==> src/rtl/ex_issue_ctrl_if.sv <==
// Decode-to-execute bundle: decoded instruction fields offered by ID and the
// registered copy, valid/ready handshake and forwarding selects seen by EX.
interface ex_issue_ctrl_if #(
    parameter int DATA_WIDTH = 64,
    parameter int REG_ADDR_W = 5
);
    logic                  id_valid_i;
    logic                  id_ready_o;
    logic                  rs1_enable_i;
    logic                  rs2_enable_i;
    logic [REG_ADDR_W-1:0] rs1_addr_i;
    logic [REG_ADDR_W-1:0] rs2_addr_i;
    logic [REG_ADDR_W-1:0] rd_addr_i;
    logic                  rd_we_i;
    logic                  is_load_i;
    logic                  alu_2nd_src_i;
    logic                  jal_i;
    logic                  jalr_i;
    logic                  auipc_i;
    logic [DATA_WIDTH-1:0] pc_i;
    logic [DATA_WIDTH-1:0] imme_i;

    logic                  ex_valid_o;
    logic                  ex_ready_i;
    logic                  ex_rs1_enable_o;
    logic                  ex_rs2_enable_o;
    logic [REG_ADDR_W-1:0] ex_rs1_addr_o;
    logic [REG_ADDR_W-1:0] ex_rs2_addr_o;
    logic [REG_ADDR_W-1:0] ex_rd_addr_o;
    logic                  ex_rd_we_o;
    logic                  ex_is_load_o;
    logic                  ex_alu_2nd_src_o;
    logic                  ex_jal_o;
    logic                  ex_jalr_o;
    logic                  ex_auipc_o;
    logic [DATA_WIDTH-1:0] ex_pc_o;
    logic [DATA_WIDTH-1:0] ex_imme_o;
    logic [1:0]            fwd_a_o;
    logic [1:0]            fwd_b_o;

    // The issue controller sits on the slave side of this bundle.
    modport slave (
        input  id_valid_i, rs1_enable_i, rs2_enable_i, rs1_addr_i, rs2_addr_i,
               rd_addr_i, rd_we_i, is_load_i, alu_2nd_src_i, jal_i, jalr_i,
               auipc_i, pc_i, imme_i, ex_ready_i,
        output id_ready_o, ex_valid_o, ex_rs1_enable_o, ex_rs2_enable_o,
               ex_rs1_addr_o, ex_rs2_addr_o, ex_rd_addr_o, ex_rd_we_o,
               ex_is_load_o, ex_alu_2nd_src_o, ex_jal_o, ex_jalr_o, ex_auipc_o,
               ex_pc_o, ex_imme_o, fwd_a_o, fwd_b_o
    );

    modport master (
        output id_valid_i, rs1_enable_i, rs2_enable_i, rs1_addr_i, rs2_addr_i,
               rd_addr_i, rd_we_i, is_load_i, alu_2nd_src_i, jal_i, jalr_i,
               auipc_i, pc_i, imme_i, ex_ready_i,
        input  id_ready_o, ex_valid_o, ex_rs1_enable_o, ex_rs2_enable_o,
               ex_rs1_addr_o, ex_rs2_addr_o, ex_rd_addr_o, ex_rd_we_o,
               ex_is_load_o, ex_alu_2nd_src_o, ex_jal_o, ex_jalr_o, ex_auipc_o,
               ex_pc_o, ex_imme_o, fwd_a_o, fwd_b_o
    );
endinterface

==> src/rtl/ex_issue_ctrl.sv <==
// ID/EX issue slot with load scoreboard (load-use and WAW stalls), operand
// forwarding selects, downstream backpressure, flush and a stall counter.
module ex_issue_ctrl #(
    parameter int DATA_WIDTH = 64,
    parameter int REG_ADDR_W = 5
) (
    input  logic                  clk_i,
    input  logic                  rst_ni,
    ex_issue_ctrl_if.slave        bus,
    input  logic                  lsu_wb_valid_i,
    input  logic [REG_ADDR_W-1:0] lsu_wb_rd_i,
    input  logic                  flush_i,
    output logic [31:0]           stall_cnt_o
);
    localparam int NUM_REGS = 1 << REG_ADDR_W;

    typedef enum logic {SLOT_EMPTY = 1'b0, SLOT_FULL = 1'b1} slot_e;

    typedef struct packed {
        logic                  rs1_enable;
        logic                  rs2_enable;
        logic [REG_ADDR_W-1:0] rs1_addr;
        logic [REG_ADDR_W-1:0] rs2_addr;
        logic [REG_ADDR_W-1:0] rd_addr;
        logic                  rd_we;
        logic                  is_load;
        logic                  alu_2nd_src;
        logic                  jal;
        logic                  jalr;
        logic                  auipc;
        logic [DATA_WIDTH-1:0] pc;
        logic [DATA_WIDTH-1:0] imme;
    } payload_t;

    slot_e                state_q, state_d;
    payload_t             payload_q, payload_d;
    logic [1:0]           fwd_a_q, fwd_a_d;
    logic [1:0]           fwd_b_q, fwd_b_d;
    logic [NUM_REGS-1:0]  busy_q, busy_d;
    logic [31:0]          stall_cnt_q, stall_cnt_d;

    logic                 ex_valid;
    logic                 slot_frees;
    logic                 leaving;
    logic                 hazard;
    logic                 id_ready;
    logic                 accept;
    logic                 alu_fwd_ok;
    logic                 flush_load_drop;
    logic [NUM_REGS-1:0]  wb_hit;
    logic [NUM_REGS-1:0]  busy_eff;

    // Per-register view: a returning load hides its own busy bit this cycle.
    for (genvar gi = 0; gi < NUM_REGS; gi++) begin : g_sb
        assign wb_hit[gi] = lsu_wb_valid_i && (lsu_wb_rd_i == REG_ADDR_W'(gi));
        if (gi == 0) begin : g_zero
            assign busy_eff[gi] = 1'b0;
            assign busy_d[gi]   = 1'b0;
        end else begin : g_reg
            logic set_hit;
            logic clr_hit;
            assign busy_eff[gi] = busy_q[gi] && !wb_hit[gi];
            assign set_hit = accept && bus.is_load_i && bus.rd_we_i
                             && (bus.rd_addr_i == REG_ADDR_W'(gi));
            assign clr_hit = wb_hit[gi]
                             || (flush_load_drop && (payload_q.rd_addr == REG_ADDR_W'(gi)));
            assign busy_d[gi] = set_hit || (busy_q[gi] && !clr_hit);
        end
    end

    assign hazard = (bus.rs1_enable_i && busy_eff[bus.rs1_addr_i])
                 || (bus.rs2_enable_i && busy_eff[bus.rs2_addr_i])
                 || (bus.rd_we_i      && busy_eff[bus.rd_addr_i]);

    assign id_ready        = !flush_i && !hazard && slot_frees;
    assign accept          = bus.id_valid_i && id_ready;
    assign leaving         = ex_valid && bus.ex_ready_i;
    assign alu_fwd_ok      = leaving && payload_q.rd_we && !payload_q.is_load;
    assign flush_load_drop = flush_i && ex_valid && payload_q.is_load && payload_q.rd_we;

    // Slot state register
    always_ff @(posedge clk_i or negedge rst_ni) begin
        if (!rst_ni) begin
            state_q <= SLOT_EMPTY;
        end else begin
            state_q <= state_d;
        end
    end

    // Slot next state: flush dominates, then accept, then drain.
    always_comb begin
        state_d = state_q;
        if (flush_i) begin
            state_d = SLOT_EMPTY;
        end else if (accept) begin
            state_d = SLOT_FULL;
        end else if (slot_frees) begin
            state_d = SLOT_EMPTY;
        end
    end

    // Slot outputs
    always_comb begin
        ex_valid   = 1'b0;
        slot_frees = 1'b1;
        case (state_q)
            SLOT_FULL: begin
                ex_valid   = 1'b1;
                slot_frees = bus.ex_ready_i;
            end
            default: begin
                ex_valid   = 1'b0;
                slot_frees = 1'b1;
            end
        endcase
    end

    // Payload and forwarding selects update only on accept.
    always_comb begin
        payload_d = payload_q;
        fwd_a_d   = fwd_a_q;
        fwd_b_d   = fwd_b_q;
        if (accept) begin
            payload_d.rs1_enable  = bus.rs1_enable_i;
            payload_d.rs2_enable  = bus.rs2_enable_i;
            payload_d.rs1_addr    = bus.rs1_addr_i;
            payload_d.rs2_addr    = bus.rs2_addr_i;
            payload_d.rd_addr     = bus.rd_addr_i;
            payload_d.rd_we       = bus.rd_we_i;
            payload_d.is_load     = bus.is_load_i;
            payload_d.alu_2nd_src = bus.alu_2nd_src_i;
            payload_d.jal         = bus.jal_i;
            payload_d.jalr        = bus.jalr_i;
            payload_d.auipc       = bus.auipc_i;
            payload_d.pc          = bus.pc_i;
            payload_d.imme        = bus.imme_i;

            fwd_a_d = 2'b00;
            if (bus.rs1_enable_i && (bus.rs1_addr_i != '0)) begin
                if (alu_fwd_ok && (payload_q.rd_addr == bus.rs1_addr_i)) begin
                    fwd_a_d = 2'b01;
                end else if (wb_hit[bus.rs1_addr_i]) begin
                    fwd_a_d = 2'b10;
                end
            end

            fwd_b_d = 2'b00;
            if (bus.rs2_enable_i && (bus.rs2_addr_i != '0)) begin
                if (alu_fwd_ok && (payload_q.rd_addr == bus.rs2_addr_i)) begin
                    fwd_b_d = 2'b01;
                end else if (wb_hit[bus.rs2_addr_i]) begin
                    fwd_b_d = 2'b10;
                end
            end
        end
    end

    always_comb begin
        stall_cnt_d = stall_cnt_q;
        if (bus.id_valid_i && hazard && !flush_i && (stall_cnt_q != 32'hFFFF_FFFF)) begin
            stall_cnt_d = stall_cnt_q + 32'd1;
        end
    end

    always_ff @(posedge clk_i or negedge rst_ni) begin
        if (!rst_ni) begin
            payload_q   <= '0;
            fwd_a_q     <= 2'b00;
            fwd_b_q     <= 2'b00;
            busy_q      <= '0;
            stall_cnt_q <= '0;
        end else begin
            payload_q   <= payload_d;
            fwd_a_q     <= fwd_a_d;
            fwd_b_q     <= fwd_b_d;
            busy_q      <= busy_d;
            stall_cnt_q <= stall_cnt_d;
        end
    end

    assign bus.id_ready_o       = id_ready;
    assign bus.ex_valid_o       = ex_valid;
    assign bus.ex_rs1_enable_o  = payload_q.rs1_enable;
    assign bus.ex_rs2_enable_o  = payload_q.rs2_enable;
    assign bus.ex_rs1_addr_o    = payload_q.rs1_addr;
    assign bus.ex_rs2_addr_o    = payload_q.rs2_addr;
    assign bus.ex_rd_addr_o     = payload_q.rd_addr;
    assign bus.ex_rd_we_o       = payload_q.rd_we;
    assign bus.ex_is_load_o     = payload_q.is_load;
    assign bus.ex_alu_2nd_src_o = payload_q.alu_2nd_src;
    assign bus.ex_jal_o         = payload_q.jal;
    assign bus.ex_jalr_o        = payload_q.jalr;
    assign bus.ex_auipc_o       = payload_q.auipc;
    assign bus.ex_pc_o          = payload_q.pc;
    assign bus.ex_imme_o        = payload_q.imme;
    assign bus.fwd_a_o          = fwd_a_q;
    assign bus.fwd_b_o          = fwd_b_q;
    assign stall_cnt_o          = stall_cnt_q;
endmodule

==> src/flat_wrapper.sv <==
// flat-port wrapper written by rule: the top's interface ports become plain ports
module ex_issue_ctrl_flat 
#(
    parameter int DATA_WIDTH = 64,
    parameter int REG_ADDR_W = 5
)
  (clk_i, rst_ni, lsu_wb_valid_i, lsu_wb_rd_i, flush_i, stall_cnt_o, bus_id_valid_i, bus_rs1_enable_i, bus_rs2_enable_i, bus_rs1_addr_i, bus_rs2_addr_i, bus_rd_addr_i, bus_rd_we_i, bus_is_load_i, bus_alu_2nd_src_i, bus_jal_i, bus_jalr_i, bus_auipc_i, bus_pc_i, bus_imme_i, bus_ex_ready_i, bus_id_ready_o, bus_ex_valid_o, bus_ex_rs1_enable_o, bus_ex_rs2_enable_o, bus_ex_rs1_addr_o, bus_ex_rs2_addr_o, bus_ex_rd_addr_o, bus_ex_rd_we_o, bus_ex_is_load_o, bus_ex_alu_2nd_src_o, bus_ex_jal_o, bus_ex_jalr_o, bus_ex_auipc_o, bus_ex_pc_o, bus_ex_imme_o, bus_fwd_a_o, bus_fwd_b_o);
  ex_issue_ctrl_if #(.DATA_WIDTH(DATA_WIDTH), .REG_ADDR_W(REG_ADDR_W)) bus_i ();
  input  logic clk_i;
  input  logic rst_ni;
  input  logic lsu_wb_valid_i;
  input  logic [REG_ADDR_W-1:0] lsu_wb_rd_i;
  input  logic flush_i;
  output logic [31:0] stall_cnt_o;
  input wire logic [$bits(bus_i.id_valid_i)-1:0] bus_id_valid_i;
  input wire logic [$bits(bus_i.rs1_enable_i)-1:0] bus_rs1_enable_i;
  input wire logic [$bits(bus_i.rs2_enable_i)-1:0] bus_rs2_enable_i;
  input wire logic [$bits(bus_i.rs1_addr_i)-1:0] bus_rs1_addr_i;
  input wire logic [$bits(bus_i.rs2_addr_i)-1:0] bus_rs2_addr_i;
  input wire logic [$bits(bus_i.rd_addr_i)-1:0] bus_rd_addr_i;
  input wire logic [$bits(bus_i.rd_we_i)-1:0] bus_rd_we_i;
  input wire logic [$bits(bus_i.is_load_i)-1:0] bus_is_load_i;
  input wire logic [$bits(bus_i.alu_2nd_src_i)-1:0] bus_alu_2nd_src_i;
  input wire logic [$bits(bus_i.jal_i)-1:0] bus_jal_i;
  input wire logic [$bits(bus_i.jalr_i)-1:0] bus_jalr_i;
  input wire logic [$bits(bus_i.auipc_i)-1:0] bus_auipc_i;
  input wire logic [$bits(bus_i.pc_i)-1:0] bus_pc_i;
  input wire logic [$bits(bus_i.imme_i)-1:0] bus_imme_i;
  input wire logic [$bits(bus_i.ex_ready_i)-1:0] bus_ex_ready_i;
  output wire logic [$bits(bus_i.id_ready_o)-1:0] bus_id_ready_o;
  output wire logic [$bits(bus_i.ex_valid_o)-1:0] bus_ex_valid_o;
  output wire logic [$bits(bus_i.ex_rs1_enable_o)-1:0] bus_ex_rs1_enable_o;
  output wire logic [$bits(bus_i.ex_rs2_enable_o)-1:0] bus_ex_rs2_enable_o;
  output wire logic [$bits(bus_i.ex_rs1_addr_o)-1:0] bus_ex_rs1_addr_o;
  output wire logic [$bits(bus_i.ex_rs2_addr_o)-1:0] bus_ex_rs2_addr_o;
  output wire logic [$bits(bus_i.ex_rd_addr_o)-1:0] bus_ex_rd_addr_o;
  output wire logic [$bits(bus_i.ex_rd_we_o)-1:0] bus_ex_rd_we_o;
  output wire logic [$bits(bus_i.ex_is_load_o)-1:0] bus_ex_is_load_o;
  output wire logic [$bits(bus_i.ex_alu_2nd_src_o)-1:0] bus_ex_alu_2nd_src_o;
  output wire logic [$bits(bus_i.ex_jal_o)-1:0] bus_ex_jal_o;
  output wire logic [$bits(bus_i.ex_jalr_o)-1:0] bus_ex_jalr_o;
  output wire logic [$bits(bus_i.ex_auipc_o)-1:0] bus_ex_auipc_o;
  output wire logic [$bits(bus_i.ex_pc_o)-1:0] bus_ex_pc_o;
  output wire logic [$bits(bus_i.ex_imme_o)-1:0] bus_ex_imme_o;
  output wire logic [$bits(bus_i.fwd_a_o)-1:0] bus_fwd_a_o;
  output wire logic [$bits(bus_i.fwd_b_o)-1:0] bus_fwd_b_o;
  assign bus_i.id_valid_i = bus_id_valid_i;
  assign bus_i.rs1_enable_i = bus_rs1_enable_i;
  assign bus_i.rs2_enable_i = bus_rs2_enable_i;
  assign bus_i.rs1_addr_i = bus_rs1_addr_i;
  assign bus_i.rs2_addr_i = bus_rs2_addr_i;
  assign bus_i.rd_addr_i = bus_rd_addr_i;
  assign bus_i.rd_we_i = bus_rd_we_i;
  assign bus_i.is_load_i = bus_is_load_i;
  assign bus_i.alu_2nd_src_i = bus_alu_2nd_src_i;
  assign bus_i.jal_i = bus_jal_i;
  assign bus_i.jalr_i = bus_jalr_i;
  assign bus_i.auipc_i = bus_auipc_i;
  assign bus_i.pc_i = bus_pc_i;
  assign bus_i.imme_i = bus_imme_i;
  assign bus_i.ex_ready_i = bus_ex_ready_i;
  assign bus_id_ready_o = bus_i.id_ready_o;
  assign bus_ex_valid_o = bus_i.ex_valid_o;
  assign bus_ex_rs1_enable_o = bus_i.ex_rs1_enable_o;
  assign bus_ex_rs2_enable_o = bus_i.ex_rs2_enable_o;
  assign bus_ex_rs1_addr_o = bus_i.ex_rs1_addr_o;
  assign bus_ex_rs2_addr_o = bus_i.ex_rs2_addr_o;
  assign bus_ex_rd_addr_o = bus_i.ex_rd_addr_o;
  assign bus_ex_rd_we_o = bus_i.ex_rd_we_o;
  assign bus_ex_is_load_o = bus_i.ex_is_load_o;
  assign bus_ex_alu_2nd_src_o = bus_i.ex_alu_2nd_src_o;
  assign bus_ex_jal_o = bus_i.ex_jal_o;
  assign bus_ex_jalr_o = bus_i.ex_jalr_o;
  assign bus_ex_auipc_o = bus_i.ex_auipc_o;
  assign bus_ex_pc_o = bus_i.ex_pc_o;
  assign bus_ex_imme_o = bus_i.ex_imme_o;
  assign bus_fwd_a_o = bus_i.fwd_a_o;
  assign bus_fwd_b_o = bus_i.fwd_b_o;
  ex_issue_ctrl #(.DATA_WIDTH(DATA_WIDTH), .REG_ADDR_W(REG_ADDR_W)) u_core (.clk_i(clk_i), .rst_ni(rst_ni), .bus(bus_i), .lsu_wb_valid_i(lsu_wb_valid_i), .lsu_wb_rd_i(lsu_wb_rd_i), .flush_i(flush_i), .stall_cnt_o(stall_cnt_o));
endmodule
==> config.mk <==
export PLATFORM = sky130hd
export DESIGN_NAME = ex_issue_ctrl_flat
export DESIGN_NICKNAME = d
export VERILOG_FILES = /design/src/rtl/ex_issue_ctrl_if.sv /design/src/rtl/ex_issue_ctrl.sv /design/src/flat_wrapper.sv
export SDC_FILE = /design/constraint.sdc
export NUM_CORES = 1
export LEC_CHECK = 0
export BUFFER_PORTS_ARGS = -buffer_cell sky130_fd_sc_hd__buf_2
export CAP_MARGIN = 20
export CORE_UTILIZATION = 56
export DETAILED_ROUTE_END_ITERATION = 12
export PLACE_DENSITY_LB_ADDON = 0.3
export SLEW_MARGIN = 20
export SYNTH_ARGS = -nofsm -noshare
export SYNTH_HDL_FRONTEND = slang
export SYNTH_SLANG_ARGS = --single-unit
==> constraint.sdc <==
create_clock -name clk_i -period 5.69 [get_ports clk_i]
set_clock_uncertainty 0.05 [all_clocks]
set_input_delay 1.138 -clock clk_i [delete_from_list [all_inputs] [get_ports clk_i]]
set_output_delay 1.138 -clock clk_i [all_outputs]
set_load 0.1 [all_outputs]
# After elaboration in Yosys (flattened, before gate mapping)

Index checks and enable logic that the tools add are counted.

$add $sub $neg: 1
Magnitude comparators: 3
Equality and inequality tests: 96
Mux-type cells: 21
Reductions and logical operators: 310

Operators with widths:

| operator                                             | number |
|---|---|
| equality test 5 bit (second input constant)          | 48 |
| logical AND 1 bit                                    | 177 |
| equality test 5 x 4 -> 1 bit (second input constant) | 24 |
| logical NOT 1 bit                                    | 65 |
| logical OR 1 bit                                     | 64 |
| equality test 5 x 3 -> 1 bit (second input constant) | 12 |
| adder 32 x 1 -> 32 bit (second input constant)       | 1 |
| != test 32 bit (second input constant)               | 1 |
| equality test 5 x 2 -> 1 bit (second input constant) | 6 |
| binary-select mux 1 bit (select 5 bit)               | 5 |
| < comparator 5 x 6 -> 1 bit (second input constant)  | 3 |
| equality test 5 x 1 -> 1 bit (second input constant) | 3 |
| 2-to-1 mux 2 bit                                     | 6 |
| equality test 5 bit                                  | 2 |
| 2-to-1 mux 1 bit                                     | 10 |
| nonzero test 5 bit                                   | 2 |
| logical NOT 5 bit                                    | 1 |
| nonzero test 3 bit                                   | 1 |

Register bits: 219
Input bits: 162
Output and inout bits: 189
Word-level logic and storage cells: 449

# Longest topological paths before layout

Depth after elaboration: 17
Gate-level depth with buffers: 15
Mapped depth without buffers: 9

# Worst setup path after synthesis

No wires, ideal clock.

Path kind: in2out
From: input port lsu_wb_rd_i[3]
To: output port bus_id_ready_o
Arrival time: 4.492 ns
Slack: 0.010 ns
Cell stages on the path: 12
Path buffers: 3
Path through: buf_4 or4b_4 o21ai_1 nor3_1 a21oi_1 o32ai_1 o311ai_1 and4b_1 buf_4 clkbuf_1 nand2_1 nor2_1

Word-level cells in the longest chain between the ends: 12

RTL lines:

| item                                                             | RTL line                                 | RTL |
|---|---|---|
| from (decl)                                                      | flat_wrapper.sv:12                       | `input logic [REG_ADDR_W-1:0] lsu_wb_rd_i;` |
| equality test 5 x 1 -> 1 bit (tied with other cells)             | ex_issue_ctrl.sv:55                      | `assign wb_hit[gi] = lsu_wb_valid_i && (lsu_wb_rd_i == REG_ADDR_W'(gi));` |
| logical AND 1 bit                                                | ex_issue_ctrl.sv:55                      |  |
| logical NOT 1 bit                                                | ex_issue_ctrl.sv:62                      | `assign busy_eff[gi] = busy_q[gi] && !wb_hit[gi];` |
| logical AND 1 bit                                                | ex_issue_ctrl.sv:62                      |  |
| binary-select mux 1 bit (select 5 bit), on equally long branches | ex_issue_ctrl.sv:71, ex_issue_ctrl.sv:72 |  |
| 2-to-1 mux 1 bit, on equally long branches                       | ex_issue_ctrl.sv:71, ex_issue_ctrl.sv:72 |  |
| logical AND 1 bit, on equally long branches                      | ex_issue_ctrl.sv:71, ex_issue_ctrl.sv:72 |  |
| logical OR 1 bit                                                 | ex_issue_ctrl.sv:72                      | `\|\| (bus.rs2_enable_i && busy_eff[bus.rs2_addr_i])` |
| logical OR 1 bit (*)                                             | ex_issue_ctrl.sv:73                      | `\|\| (bus.rd_we_i && busy_eff[bus.rd_addr_i]);` |
| logical NOT 1 bit (*)                                            | ex_issue_ctrl.sv:75                      | `assign id_ready = !flush_i && !hazard && slot_frees;` |
| logical AND 1 bit (*) (2 in series)                              | ex_issue_ctrl.sv:75                      |  |
| to (decl)                                                        | flat_wrapper.sv:30                       | `output wire logic [$bits(bus_i.id_ready_o)-1:0] bus_id_ready_o;` |

Mark *: on every way between the ends. The rest lies on a longest branch, timed or not. The select of a mux whose other input is x is not followed.

# Worst setup path after layout

From: input port lsu_wb_rd_i[2]
To: output port bus_id_ready_o

Same word-level chain as after synthesis.

==> parameters.txt <==
Parameter                              Value

Route
  Detail Route Antenna Nets ... 0
  Vias/cell ... 5.90
  Pre-antenna DRT Iters ... 5
  Routed wire length ... 31,700 um
  Iteration-0 DRC count of the detailed router ... 579
  Number of DRC violations after detailed routing ... 0
  Routed vias ... 8,686
  Avg WL per Cell ... 21.5 um

Synth
  Fraction of synthesized cell area taken by the top area cell type ... 49.9%
  Number of storage elements in the synthesis netlist ... 219
  Synth async-reset ratio ... 100%
  Number of synthesis warnings ... 0
  Area contributors post-synth ... sky130_fd_sc_hd__dfrtp_1 50%, sky130_fd_sc_hd__mux2_4 14%, sky130_fd_sc_hd__mux2_2 5.5%
  Synth area leader ... sky130_fd_sc_hd__dfrtp_1
  Number of different library cells in the post-synthesis netlist ... 57
  Average cell area after synthesis ... 12.7 um^2
  Post-synthesis instance total ... 865
  Cell area after technology mapping ... 0.0110 mm^2
  Synthesized Nets ... 1,028
  Flip-flop cell with the highest count after synthesis ... sky130_fd_sc_hd__dfrtp_1
  Post-synthesis sequential area ratio ... 49.9%
  Number of enable-type register cells in the synthesized netlist ... 0

Global route
  Via count of the first global-routing pass ... 8,672
  Antenna violations before repair ... 4
  First-pass GRT wire length ... 47,900 um
  Maximum number of pins on one net before global-route repair ... 121
  GR Overflow Total ... 0
  Global Route Usage Sum ... 30.8%

Timing
  Final clock period utilization by the worst path ... 86.0%
  Setup violators final ... 0
  Number of max-slew violations in the final report ... 0
  Worst Tran Pin Value ... 0.764 ns
  Achievable frequency ... 0.204 GHz
  Unrepaired setup endpoints after global routing ... no
  Post-layout worst setup margin ... 0.795 ns
  Final critical delay including setup and external delays ... 4.90 ns
  Setup tns final ... 0 ns
  Normalized max-slew margin ... 49.1%
  Final hold violation count ... 0

Power and ir drop
  Total chip power ... 7.37 mW
  Power Density ... 539 mW/mm^2
  Share of total power consumed by net switching ... 51.0%
  Static leakage ... 6.61 nW
  Cell internal pwr ... 3.61 mW
  Max rail drop VDD ... 0.000480 V
  Psw ... 3.76 mW
  Clock network power share ... 22.9%
  Part of the power in registers ... 28.9%
  Combinational share of power ... 48.2%

Setup path
  Start point of the critical path ... lsu_wb_rd_i[2]
  Count of cells along the worst register-to-register path ... 10
  R2R Path Start ... u_core.busy_q[27]
  Setup slack of the worst register-to-register path ... 1.98 ns
  CP max FO ... 10
  Critical Path Source Type ... primary input
  Element type at the critical path end ... output pin
  Data arrival time of the critical path ... 3.71 ns
  Destination of the critical timing path ... bus_id_ready_o
  CP peak stage delay ... 0.53 ns
  Terminus of the critical flop-to-flop path ... u_core.bus.ex_imme_o[63]
  Critical path type ... in -> out
  Chain of cells forming the critical path ... buf_2 > nand4b_1 > o21ai_0 > o2111ai_1 > a21boi_0 > a311oi_1 > a41oi_1 > and4b_1 > nand2_1 > nor2_1 > buf_12
  Critical path required time ... 4.50 ns
  Slowest library cell on the worst path ... sky130_fd_sc_hd__o21ai_0

Finish
  Register area ... 0.00548 mm^2
  Area growth syn-to-layout ... 24.4%
  Area of combinational cells with multiple inputs ... 0.00501 mm^2
  Most common cell after layout, fill and taps aside ... sky130_fd_sc_hd__buf_2
  Commonest cells after routing, fill and taps aside ... 348 x sky130_fd_sc_hd__buf_2, 219 x sky130_fd_sc_hd__dfrtp_1, 100 x sky130_fd_sc_hd__mux2_4
  Number of fill cells in the layout ... 1,357
  Number of nets in the layout ... 1,356
  Fraction of layout instances using a drive strength above 1 ... 48.4%

Clock network
  Maximum root-to-sink buffer count ... 3
  Depth of the CTS H-tree ... 1
  Num Clock Sinks ... 219
  Resized Gates After CTS ... 0
  Clock Latency Late Sink ... 0.53 ns
  Post-CTS Hold Fix Bufs ... 0
  Clock tree from TritonCTS ... yes
  Root buffer selected by CTS ... sky130_fd_sc_hd__clkbuf_16
  Reg clk slew, reported paths ... 0.06 ns
  Number of buffers inserted during clock tree synthesis ... 25
  Post-CTS repair timing setup buffer count ... 0

Floorplanning
  Core ar. ... 0.0190 mm^2
  I/O pin count ... 351
  Die outline area ... 0.0202 mm^2
  Row count ... 50
  Effective utilization at floorplan ... 57.9%
  Die extent in x ... 142 um
  Chip height ... 142 um

Place
  Post-Place Setup Slack ... 0.806 ns
  Placer Congestion ... 0.977
  Port-buffer cells ... 350
  Final HPWL from detailed placement ... 22,900 um

Hold path
  Launch instance of the worst min-delay path ... u_core.bus.ex_imme_o[62]
  Path class of the lowest-slack min-delay path ... reg -> reg

Flow run
  Maxcap violations ... 0

Status
  Run status ... complete, no violations
## Yosys cell counts, drive strengths merged, types with 9 or more instances
cell / number
mux2: 159
a21oi: 15
xnor2: 16
nand3: 27
nor4: 15
nor3: 30
inv: 9
a31o: 15
nor2: 35
mux2i: 14
nand2: 32
o211ai: 12
nand4: 13
buf: 36
dfrtp: 219
clkbuf: 25
and3: 12
o21ai: 40
xor2: 38
## how the worst min path moves through the flow
stage / endpoint / slack [ns] / depth (start not counted)
after detailed placement: u_core.bus.ex_imme_o[62] / 0.43 / 1
after global routing: u_core.bus.ex_imme_o[62] / 0.44 / 1
after CTS: u_core.bus.ex_imme_o[62] / 0.44 / 1
final: u_core.bus.ex_imme_o[62] / 0.44 / 1
after global placement: u_core.bus.fwd_a_o[0] / 0.41 / 1
after floorplan: u_core.busy_q[19] / 0.48 / 2
## flip-flops by register name (all words and copies together) (netlist names)
register	flops
u_core.bus.ex_alu_2nd_src_o	1
u_core.bus.fwd_a_o	2
u_core.bus.ex_rs1_enable_o	1
u_core.bus.ex_rd_we_o	1
u_core.bus.ex_jalr_o	1
u_core.bus.ex_imme_o	64
u_core.stall_cnt_o	32
u_core.bus.ex_pc_o	64
u_core.bus.ex_auipc_o	1
u_core.bus.ex_rs2_addr_o	5
u_core.bus.ex_jal_o	1
u_core.state_q	1
u_core.busy_q	31
u_core.bus.fwd_b_o	2
u_core.bus.ex_rd_addr_o	5
u_core.bus.ex_rs2_enable_o	1
u_core.bus.ex_rs1_addr_o	5
u_core.bus.ex_is_load_o	1
## layer usage
layer  part of all wire [%]  track usage [%]  up-vias
met5                  0.025                0        -
li1                       -                -     3852
met4                    3.9             12.5        2
met1                     39             38.7     4234
met3                    9.1             7.94       85
met2                     48             50.9      513
## layout make-up
class / count / area share [%]
Sequential cell: 219 / 40.1
Clock buffer: 31 / 5.04
Antenna cell: 3 / 0.0549
Clock inverter: 13 / 1.28
Timing Repair Buffer: 362 / 14.2
Multi-Input combinational cell: 576 / 36.7
Tap cell: 260 / 2.38
Inverter: 9 / 0.247
## critical path, delay by kind of cell
family | cells | cell delay, ns
buffers and inverters | 2 | 0.38
AOI/OAI and AO/OA | 5 | 1.17
and+or+nand+nor | 4 | 1.02
## kinds of logic after synthesis
logic type | count (synthesis) | share of synthesized area [%]
muxes | 181 | 22.6
DFF | 219 | 49.9
and+or+nand+nor | 209 | 10.3
adders and majority gates | 1 | 0.114
buffers and inverters | 70 | 4.55
AOI/OAI and AO/OA | 131 | 8.15
xor gates and xnor gates | 54 | 4.31
## power groups by stage
stage / sequential (mW) / clock (mW) / combinational (mW)
floorplan: 4.41 / 0 / 0.659
global placement: 2.13 / 0 / 3.51
detailed placement: 2.14 / 0 / 3.56
CTS: 2.12 / 1.72 / 3.56
global route: 2.16 / 1.77 / 3.64
finish: 2.13 / 1.68 / 3.55
## through the flow
step | cells | utilization (%) | hold WS [ns] | cell area [um^2]
floorplan | 865 | - | 0.485 | 11000
global placement | 1426 | 67.5 | 0.414 | 12800
detailed placement | 1426 | 67.5 | 0.425 | 12800
CTS | 1470 | 72.0 | 0.438 | 13700
global route | 1473 | 72.1 | 0.441 | 13700
finish | 1473 | 72.1 | 0.435 | 13700
Note: power is estimated with default switching activity, not from simulation.
